**config.mk**
```make
export PLATFORM = sky130hd
export DESIGN_NAME = frame_dma_reader
export DESIGN_NICKNAME = d
export VERILOG_FILES = /design/src/rtl/frame_dma_reader.sv
export SDC_FILE = /design/constraint.sdc
export NUM_CORES = 1
export LEC_CHECK = 0
export CAP_MARGIN = 5
export CORE_ASPECT_RATIO = 0.7
export CORE_MARGIN = 4
export CORE_UTILIZATION = 30
export DETAILED_ROUTE_END_ITERATION = 8
export RECOVER_POWER = 50
export SETUP_SLACK_MARGIN = 0.4
export SLEW_MARGIN = 10
export SYNTH_ARGS = -nofsm -noshare
export SYNTH_HDL_FRONTEND = slang
export SYNTH_SLANG_ARGS = --single-unit
```
**constraint.sdc**
```tcl
create_clock -name clk_clk -period 4.19 [get_ports clk_clk]
set_input_delay 0.838 -clock clk_clk [delete_from_list [all_inputs] [get_ports clk_clk]]
set_output_delay 0.838 -clock clk_clk [all_outputs]
set_load 0.05 [all_outputs]
```
**src/rtl/frame_dma_reader.sv**
```systemverilog
// Avalon-MM read master: streams size_words 32-bit words from start_addr into a ready/valid stream.
// Optional continuous frame scan-out when FRAME_DMA_LOOP_EN is defined.
module frame_dma_reader #(
  parameter int unsigned FIFO_DEPTH = 16,
  parameter int unsigned ADDR_W     = 32
) (
  input  logic              clk_clk,
  input  logic              reset_reset,
  input  logic [31:0]       start_addr,
  input  logic [31:0]       size_words,
  input  logic              go,
  output logic              busy,
  output logic              done,
  output logic [ADDR_W-1:0] avm_address,
  output logic              avm_read,
  input  logic              avm_waitrequest,
  input  logic [31:0]       avm_readdata,
  input  logic              avm_readdatavalid,
  output logic [31:0]       st_data,
  output logic              st_valid,
  input  logic              st_ready
);

  localparam int unsigned PtrW = $clog2(FIFO_DEPTH);
  localparam int unsigned CntW = PtrW + 1;

  typedef enum logic [1:0] {StIdle, StRead, StDrain} state_e;

  state_e            state_q, state_d;
  logic [ADDR_W-1:0] addr_q, addr_d;
  logic [31:0]       remaining_q, remaining_d;
  logic [CntW-1:0]   outstanding_q, outstanding_d;
  logic [CntW-1:0]   count_q, count_d;
  logic [PtrW-1:0]   wr_ptr_q, wr_ptr_d;
  logic [PtrW-1:0]   rd_ptr_q, rd_ptr_d;
  logic              done_q, done_d;
  logic [31:0]       mem_q [FIFO_DEPTH];

  logic [31:0]       start_aligned;
  logic [CntW:0]     credit_used;
  logic              accept;
  logic              push;
  logic              pop;

  assign start_aligned = start_addr & 32'hFFFF_FFFC;
  // Credit covers both buffered words and reads still in flight, so a push never finds it full.
  assign credit_used   = {1'b0, count_q} + {1'b0, outstanding_q};
  assign avm_read      = (state_q == StRead) && (remaining_q != 32'd0) &&
                         (credit_used < (CntW + 1)'(FIFO_DEPTH));
  assign accept        = avm_read & ~avm_waitrequest;
  // Returns with nothing outstanding are leftovers from before a reset.
  assign push          = avm_readdatavalid && (outstanding_q != '0);
  assign st_valid      = (count_q != '0);
  assign pop           = st_valid & st_ready;
  assign st_data       = st_valid ? mem_q[rd_ptr_q] : 32'd0;
  assign avm_address   = addr_q;
  assign busy          = (state_q != StIdle);
  assign done          = done_q;

  always_comb begin
    state_d       = state_q;
    addr_d        = addr_q;
    remaining_d   = remaining_q;
    outstanding_d = outstanding_q;
    count_d       = count_q;
    wr_ptr_d      = wr_ptr_q;
    rd_ptr_d      = rd_ptr_q;
    done_d        = 1'b0;

    if (push) wr_ptr_d = wr_ptr_q + 1'b1;
    if (pop)  rd_ptr_d = rd_ptr_q + 1'b1;

    unique case ({push, pop})
      2'b10:   count_d = count_q + 1'b1;
      2'b01:   count_d = count_q - 1'b1;
      default: count_d = count_q;
    endcase

    unique case ({accept, push})
      2'b10:   outstanding_d = outstanding_q + 1'b1;
      2'b01:   outstanding_d = outstanding_q - 1'b1;
      default: outstanding_d = outstanding_q;
    endcase

    if (accept) begin
      addr_d      = addr_q + ADDR_W'(4);
      remaining_d = remaining_q - 32'd1;
    end

    unique case (state_q)
      StIdle: begin
        if (go) begin
          if (size_words != 32'd0) begin
            state_d     = StRead;
            addr_d      = ADDR_W'(start_aligned);
            remaining_d = size_words;
          end else begin
            done_d = 1'b1;
          end
        end
      end
      StRead: begin
        if (accept && (remaining_q == 32'd1)) state_d = StDrain;
      end
      StDrain: begin
        if ((outstanding_q == '0) && (count_q == CntW'(1)) && pop) begin
          done_d = 1'b1;
`ifdef FRAME_DMA_LOOP_EN
          if (size_words != 32'd0) begin
            state_d     = StRead;
            addr_d      = ADDR_W'(start_aligned);
            remaining_d = size_words;
          end else begin
            state_d = StIdle;
          end
`else
          state_d = StIdle;
`endif
        end
      end
      default: state_d = StIdle;
    endcase
  end

  always_ff @(posedge clk_clk or posedge reset_reset) begin
    if (reset_reset) begin
      state_q       <= StIdle;
      addr_q        <= '0;
      remaining_q   <= '0;
      outstanding_q <= '0;
      count_q       <= '0;
      wr_ptr_q      <= '0;
      rd_ptr_q      <= '0;
      done_q        <= 1'b0;
    end else begin
      state_q       <= state_d;
      addr_q        <= addr_d;
      remaining_q   <= remaining_d;
      outstanding_q <= outstanding_d;
      count_q       <= count_d;
      wr_ptr_q      <= wr_ptr_d;
      rd_ptr_q      <= rd_ptr_d;
      done_q        <= done_d;
    end
  end

  // Storage needs no reset: st_data is masked until an entry is valid.
  always_ff @(posedge clk_clk) begin
    if (push) mem_q[wr_ptr_q] <= avm_readdata;
  end

endmodule

```
; Word level (Yosys, flattened, before mapping)
; Memory sizes are Yosys's and may differ from the RTL's.
; Index checks and enable logic that the tools add are counted.
; W data, S select, Z words.
[totals]
n_memories = 1
mem_bits_ro = 0
register_bits = 85
latchBits = 0
inputBits = 102
word_cells = 72
output_inout_bits = 68
mem_bits_rw = 512
[classes]
n_addsub = 9
n_shift = 0
multipliers = 0
bitwise = 3
n_eq_ne = 12
reduce_logical = 16
div = 0
order_cmp = 1
mux = 22
[mem_list]
columns = memory, depth, width, rd, rd_ports_with_merged_regs, write_ports, line_no
row1 = mem_q, 16, 32, 1, 0, 1, 37  ; logic [31:0] mem_q [FIFO_DEPTH];
[op_table]
columns = operator, n
row1 = $mux W32, 9
row2 = $reduce_bool A32 Y1, 2
row3 = $add A32 B3 Y32 const B, 1
row4 = $eq A32 B1 Y1 const B, 1
row5 = $sub A32 B1 Y32 const B, 1
row6 = $pmux W5 S2, 2
row7 = $add A5 B1 Y5 const B, 2
row8 = $reduce_bool A5 Y1, 2
row9 = $sub A5 B1 Y5 const B, 2
row10 = $add A4 B1 Y4 const B, 2
row11 = $mux W2, 4
row12 = $add A5 B5 Y6, 1
row13 = $eq A2 B1 Y1 const B, 3
row14 = $eq A2 B2 Y1 const B, 3
row15 = $logic_and A1 B1 Y1, 6
row16 = $lt A6 B5 Y1 const B, 1
row17 = $ne A2 B2 Y1 const B, 3
row18 = $pmux W2 S3, 1
row19 = $reduce_bool A2 Y1, 3
row20 = $eq A5 B1 Y1 const B, 1
row21 = $logic_not A5 Y1, 1
row22 = $mux W1, 5
row23 = $reduce_and A4 Y1, 1
row24 = $and A1 B1 Y1, 2
row25 = 4 further kinds, 4

; Longest topological paths before layout
[logic_depth]
depth_word = 8
depth_mapped = 18
mapped_depth_nobuf = 15

; Worst setup path before layout
; OpenSTA, ideal clock, no wires.
[synth_path]
path_kind = input -> register
from = in avm_readdatavalid
to = mem mem_q[3][0] (enable)
required_ns = 3.729
arrival_time_ns = 3.651
cell_stages = 4
n_path_buf = 1
setup_slack_ns = 0.078
setup_time_ns = 0.461
cell_sequence = and2_1 clkbuf_1 nand2_1 nor3_1
[synth_via]
elab_chain_len = 3
[synth_rtl]
columns = element, line_no
row1 = start: declaration, 18  ; input logic avm_readdatavalid,
row2 = $logic_and A1 B1 Y1, 52  ; assign push = avm_readdatavalid && (outstanding_q != '0);
row3 = named net push, 42  ; logic push;
row4 = $mux W1, 149  ; if (push) mem_q[wr_ptr_q] <= avm_readdata;
row5 = $mux W1 (not written as such), 149
row6 = end: declaration, 37
; The timed path passes the listed nets, and every way through them passes these cells.

; Final worst setup path
[layout_path]
from = reg rd_ptr_q[0]
to = out st_data[5]
[layout_via]
elab_chain_len = 2
[layout_rtl]
columns = element, line_no
row1 = start: declaration, 35  ; logic [PtrW-1:0] rd_ptr_q, rd_ptr_d;
row2 = start signal: assignment, 142  ; rd_ptr_q <= rd_ptr_d;
row3 = $mem_v2 Z16 W32, --
row4 = $mux W32, 55  ; assign st_data = st_valid ? mem_q[rd_ptr_q] : 32'd0;
row5 = end: declaration, 19  ; output logic [31:0] st_data,
; No other way between the ends.

==> impl_summary.md <==
Place
In this run the tool buffered the top-level ports with 165 buffer cells. The HPWL reported at the end of detailed placement is 35.61 mm. At the end of routability-driven placement, the weighted congestion stood at 0.8241. The placed instances occupy a cell area of 27,920 sq um.

Prior to clock tree synthesis, the placed netlist has a worst setup slack of 0.3231 ns. Once placement completed, the tool counted placed cells totaling 2,550.

Worst setup path
For the worst setup path, the data required time is 3.35 ns. Across all register-to-register paths, the minimum setup slack is 0.56 ns. The slowest cell on the critical path is mux4_2. The top cell family by delay on the critical path is multiplexers. The signal on the critical path passes through buf_12 -> buf_12 -> clkbuf_16 -> mux4_2 -> mux4_2 -> and2_4 -> buf_6. Measured in cells, the most critical reg-to-reg path has a length of 15. The buffering stage count on the worst path with inverters included is 4. The delay of the slowest cell on the worst path is 0.51 ns. The path type of the worst setup path is flop to output pin.

The capturing element type of the critical path is an output pin. The capture instance of the worst register-to-register path is outstanding_q[4]. The maximum fanout count along the critical path is 8.

The arrival time at the worst endpoint is 2.95 ns. The worst register-to-register path begins at remaining_q[23]. The worst setup path is launched from a flop.

Timing
The highest clock rate is 264.3 MHz. The routed design could run at a clock period as short as 3.783 ns. The final-report max-slew violation count is 68.

In the final timing run, aggregate negative setup slack is 0 ns. On the final layout, the worst clock skew is 0.05477 ns. The headroom to the max-slew limit is -22.25%.

The final number of hold-violating endpoints came to 0. At the pin with the least slew margin, the transition time is 1.824 ns. The worst setup slack after layout is 0.4068 ns. Setup violations remaining at the end of the flow were counted as 0. After layout, the worst path uses 90.29% of the clock period. Setup repair after global routing could not meet its margin everywhere.

Yosys
The sequential-to-total area share from yosys stat is 71.20%. Counting flops with a built-in enable in the synthesized netlist gives 512. A synthesized cell averages 18.32 sq um. The most used flip-flop cell after synthesis is edfxtp_1. Yosys attributes the largest share of cell area to edfxtp_1 (63%), mux4_2 (15%), dfrtp_1 (8.5%), xnor2_1 (1.6%), nand2_1 (1.2%).

The number of distinct library cells after synthesis is 57. The proportion of register bits with asynchronous set or reset after synthesis is 13.95%. Sorting the synthesized cells by how often they occur yields edfxtp_1 (512), mux4_2 (160), dfrtp_1 (83), nand2_1 (77), o21ai_0 (54). The top cell type by area accounts for 62.73% of the synthesized area.

The post-synth design cell area is 24,510 sq um. Synthesis produced a netlist whose cell count is 1,338. The cell type with the highest aggregate area in the netlist is edfxtp_1. The count of state elements after synthesis is 595. The Yosys step of the flow raised 0 warnings.

Yosys instantiated no cell more often than edfxtp_1.

Pwr
The internal power of the cells totals 14.85 mW. The fraction of power spent switching nets is 35.20%. In this run the power density over the cells is 742.3 nW/um^2.

The clock power share is 24.5%. The combinational share of power is 41.1%. The net switching power is 8.070 mW.

Per report_power, the sequential group accounts for 34.4% of the total. The analysis attributes to cell leakage a power of 10.01 nW. IR analysis of the VDD net gives a maximum drop of 0.6295 mV.

Die
The floorplan die height is 247.1 um. The area of the die is 86,410 sq um. After floorplanning, the core was divided into 87 placement rows. The die is 349.6 um wide.

Once the floorplan was initialized, standard cells occupied 30.35% of the core. The area of the core is 80,770 sq um. 170 I/O pins were placed.

Cells and area
Across the whole layout, storage elements account for 17,460 sq um. Relative to the synthesized area, the layout overhead comes to 26.00%. Summing all non-filler instances in the final layout gives an area of 30,880 sq um.

The net count of the finished layout is 1,704. The filler cells instantiated in the layout total 7,340. The share of layout cells above drive strength 1 is 26.98%. In the final layout, the multi-input gates occupy 6917 sq um.

The finished layout holds 2,703 standard cells, fillers aside.

CTS
The later pin in the worst-skew pair is clocked with a latency of 0.66 ns. In this run the clock root is driven by a clkbuf_16. The post-CTS clock slew at the launch and capture registers of the worst setup and hold paths is 0.06 ns. The number of hold buffers added after CTS was 0. The number of buffers added by the clock tree synthesis step is 60. The clock passes through at most 3 buffers.

CTS saw 595 sinks. TritonCTS built the clock tree. The count of H-tree levels built during CTS is 2.

Route
In the routed layout, each cell is associated on average with a via count of 5.030. For this block, the via count after detailed routing is 13,600. The detailed router finished its first iteration with 1,224 violations. The first detailed-routing pass ran for 5 iterations. The final routed DRC violation total is 0. The residual antenna-violating net count after detailed routing is 0.

The total wirelength of the detailed-routed design is 62.93 mm. Dividing the detail-routed wire length by the instance count gives 23.28 um.

Worst hold path
The startpoint identified for the worst hold timing path is outstanding_q[4]. The type of the most critical hold path is flop to flop. For hold timing, the worst endpoint is outstanding_q[4]. The hold path depth is 1.

GRT
The number of global-route vias before repair was 14,000. Entering global routing, the biggest net connects 53 pins. The initial antenna violation count is 6. Summed over all layers, the global routing overflow is 0.

The wire length of the first global-routing pass is 91.67 mm. The all-layer global routing usage is 14.19%.

Run status
The final reports fail on max-capacitance violations, max-slew violations. The run finished, with violations left.

Flow run
The number of max-capacitance violations reported is 2.
==> routing by layer <==
| metal | wire, um | share of wire, % | vias up | track usage [%] |
|---|---|---|---|---|
| li1 | - | - | 5875 | - |
| met1 | 28250 | 45 | 7249 | 20.32 |
| met2 | 29810 | 47 | 393 | 22.63 |
| met3 | 3593 | 5.7 | 79 | 2.172 |
| met4 | 1275 | 2.0 | 0 | 3.840 |
| met5 | 0 | 0 | - | 0 |
==> area by class of cell <==
| type | count | share of cell area (%) |
|---|---|---|
| Timing Repair Buffer | 251 | 9.731 |
| Antenna cell | 4 | 0.03241 |
| Multi-Input combinational cell | 658 | 22.40 |
| Clock buffer | 70 | 5.218 |
| Inverter | 16 | 0.1985 |
| Clock inverter | 41 | 1.556 |
| Sequential cell | 595 | 56.54 |
| Tap cell | 1068 | 4.327 |
==> cell usage in the layout (no fill, tap or decap), types with 24 or more instances in the layout <==
cell             synthesis  layout
dlygate4sd3_1            0      34
clkdlybuf4s50_1          0      98
xnor2_1                 44      44
nor4_1                  30      30
nor2_1                  50      43
dfrtp_1                 83      79
nand2_1                 77      75
buf_4                    3      39
clkbuf_16                0      69
mux4_2                 160     160
edfxtp_1               512     512
buf_6                    1      31
o21ai_0                 54      54
and2_4                   0      24
==> power by group through the flow <==
stage | combinational (mW) | sequential [mW] | clock, mW
5_1_grt | 9.97 | 7.98 | 6.00
2_1_floorplan | 5.24 | 8.13 | 0
3_3_place_gp | 8.12 | 7.98 | 0
4_1_cts | 8.77 | 7.89 | 5.75
6_report | 9.42 | 7.89 | 5.62
3_5_place_dp | 8.17 | 8.04 | 0
==> worst max path at each step <==
| stage | from | end | slack [ns] | cells after the start |
|---|---|---|---|---|
| after floorplan | remaining_q[16] | outstanding_q[4] | 0.42 | 18 |
| after global placement | avm_waitrequest | outstanding_q[4] | 0.33 | 14 |
| after detailed placement | remaining_q[16] | avm_read | 0.32 | 6 |
| after CTS | rd_ptr_q[0] | st_data[5] | 0.33 | 7 |
| after global routing | rd_ptr_q[0] | st_data[15] | 0.34 | 7 |
| final | rd_ptr_q[0] | st_data[5] | 0.41 | 7 |
==> per-stage QoR <==
step           hold WS, ns  total power [mW]  util (%)
3_3_place_gp        0.5052             16.10     34.56
2_1_floorplan       0.4674             13.38         -
6_report            0.5107             22.92     38.24
3_5_place_dp        0.5022             16.21     34.56
5_1_grt             0.5431             23.96     38.23
4_1_cts             0.5133             22.40     37.67
==> sequential cells by signal (all words and copies together), names as in the netlist <==
| register | flops |
|---|---|
| avm_address | 30 |
| wr_ptr_q | 4 |
| mem_q | 512 |
| done | 1 |
| remaining_q | 32 |
| rd_ptr_q | 4 |
| count_q | 5 |
| state_q | 2 |
| outstanding_q | 5 |
==> kinds of logic (layout without fill, tap and decap cells) <==
| logic type | count (synthesis) | in the layout | share of synthesized area [%] |
|---|---|---|---|
| other | 1 | 6 | 0.01530 |
| XOR/XNOR | 67 | 67 | 2.394 |
| AO/OA/AOI/OAI | 95 | 95 | 2.302 |
| flip-flops | 595 | 595 | 71.20 |
| adder cells (fa/ha/maj) | 20 | 20 | 1.021 |
| AND/OR/NAND/NOR | 310 | 310 | 6.774 |
| multiplexers | 164 | 164 | 14.88 |
| buffers and inverters | 86 | 378 | 1.409 |
==> timing repair <==
item | CTS | global route
endpoints found under the hold margin | 0 | 0
setup endpoints to repair | 34 | 33
pin swaps | 2 | 3
cloned | 7 | 7
setup buffers | 16 | 8
gates resized for setup | 80 | 80
Note: power is estimated with default switching activity, not from simulation.
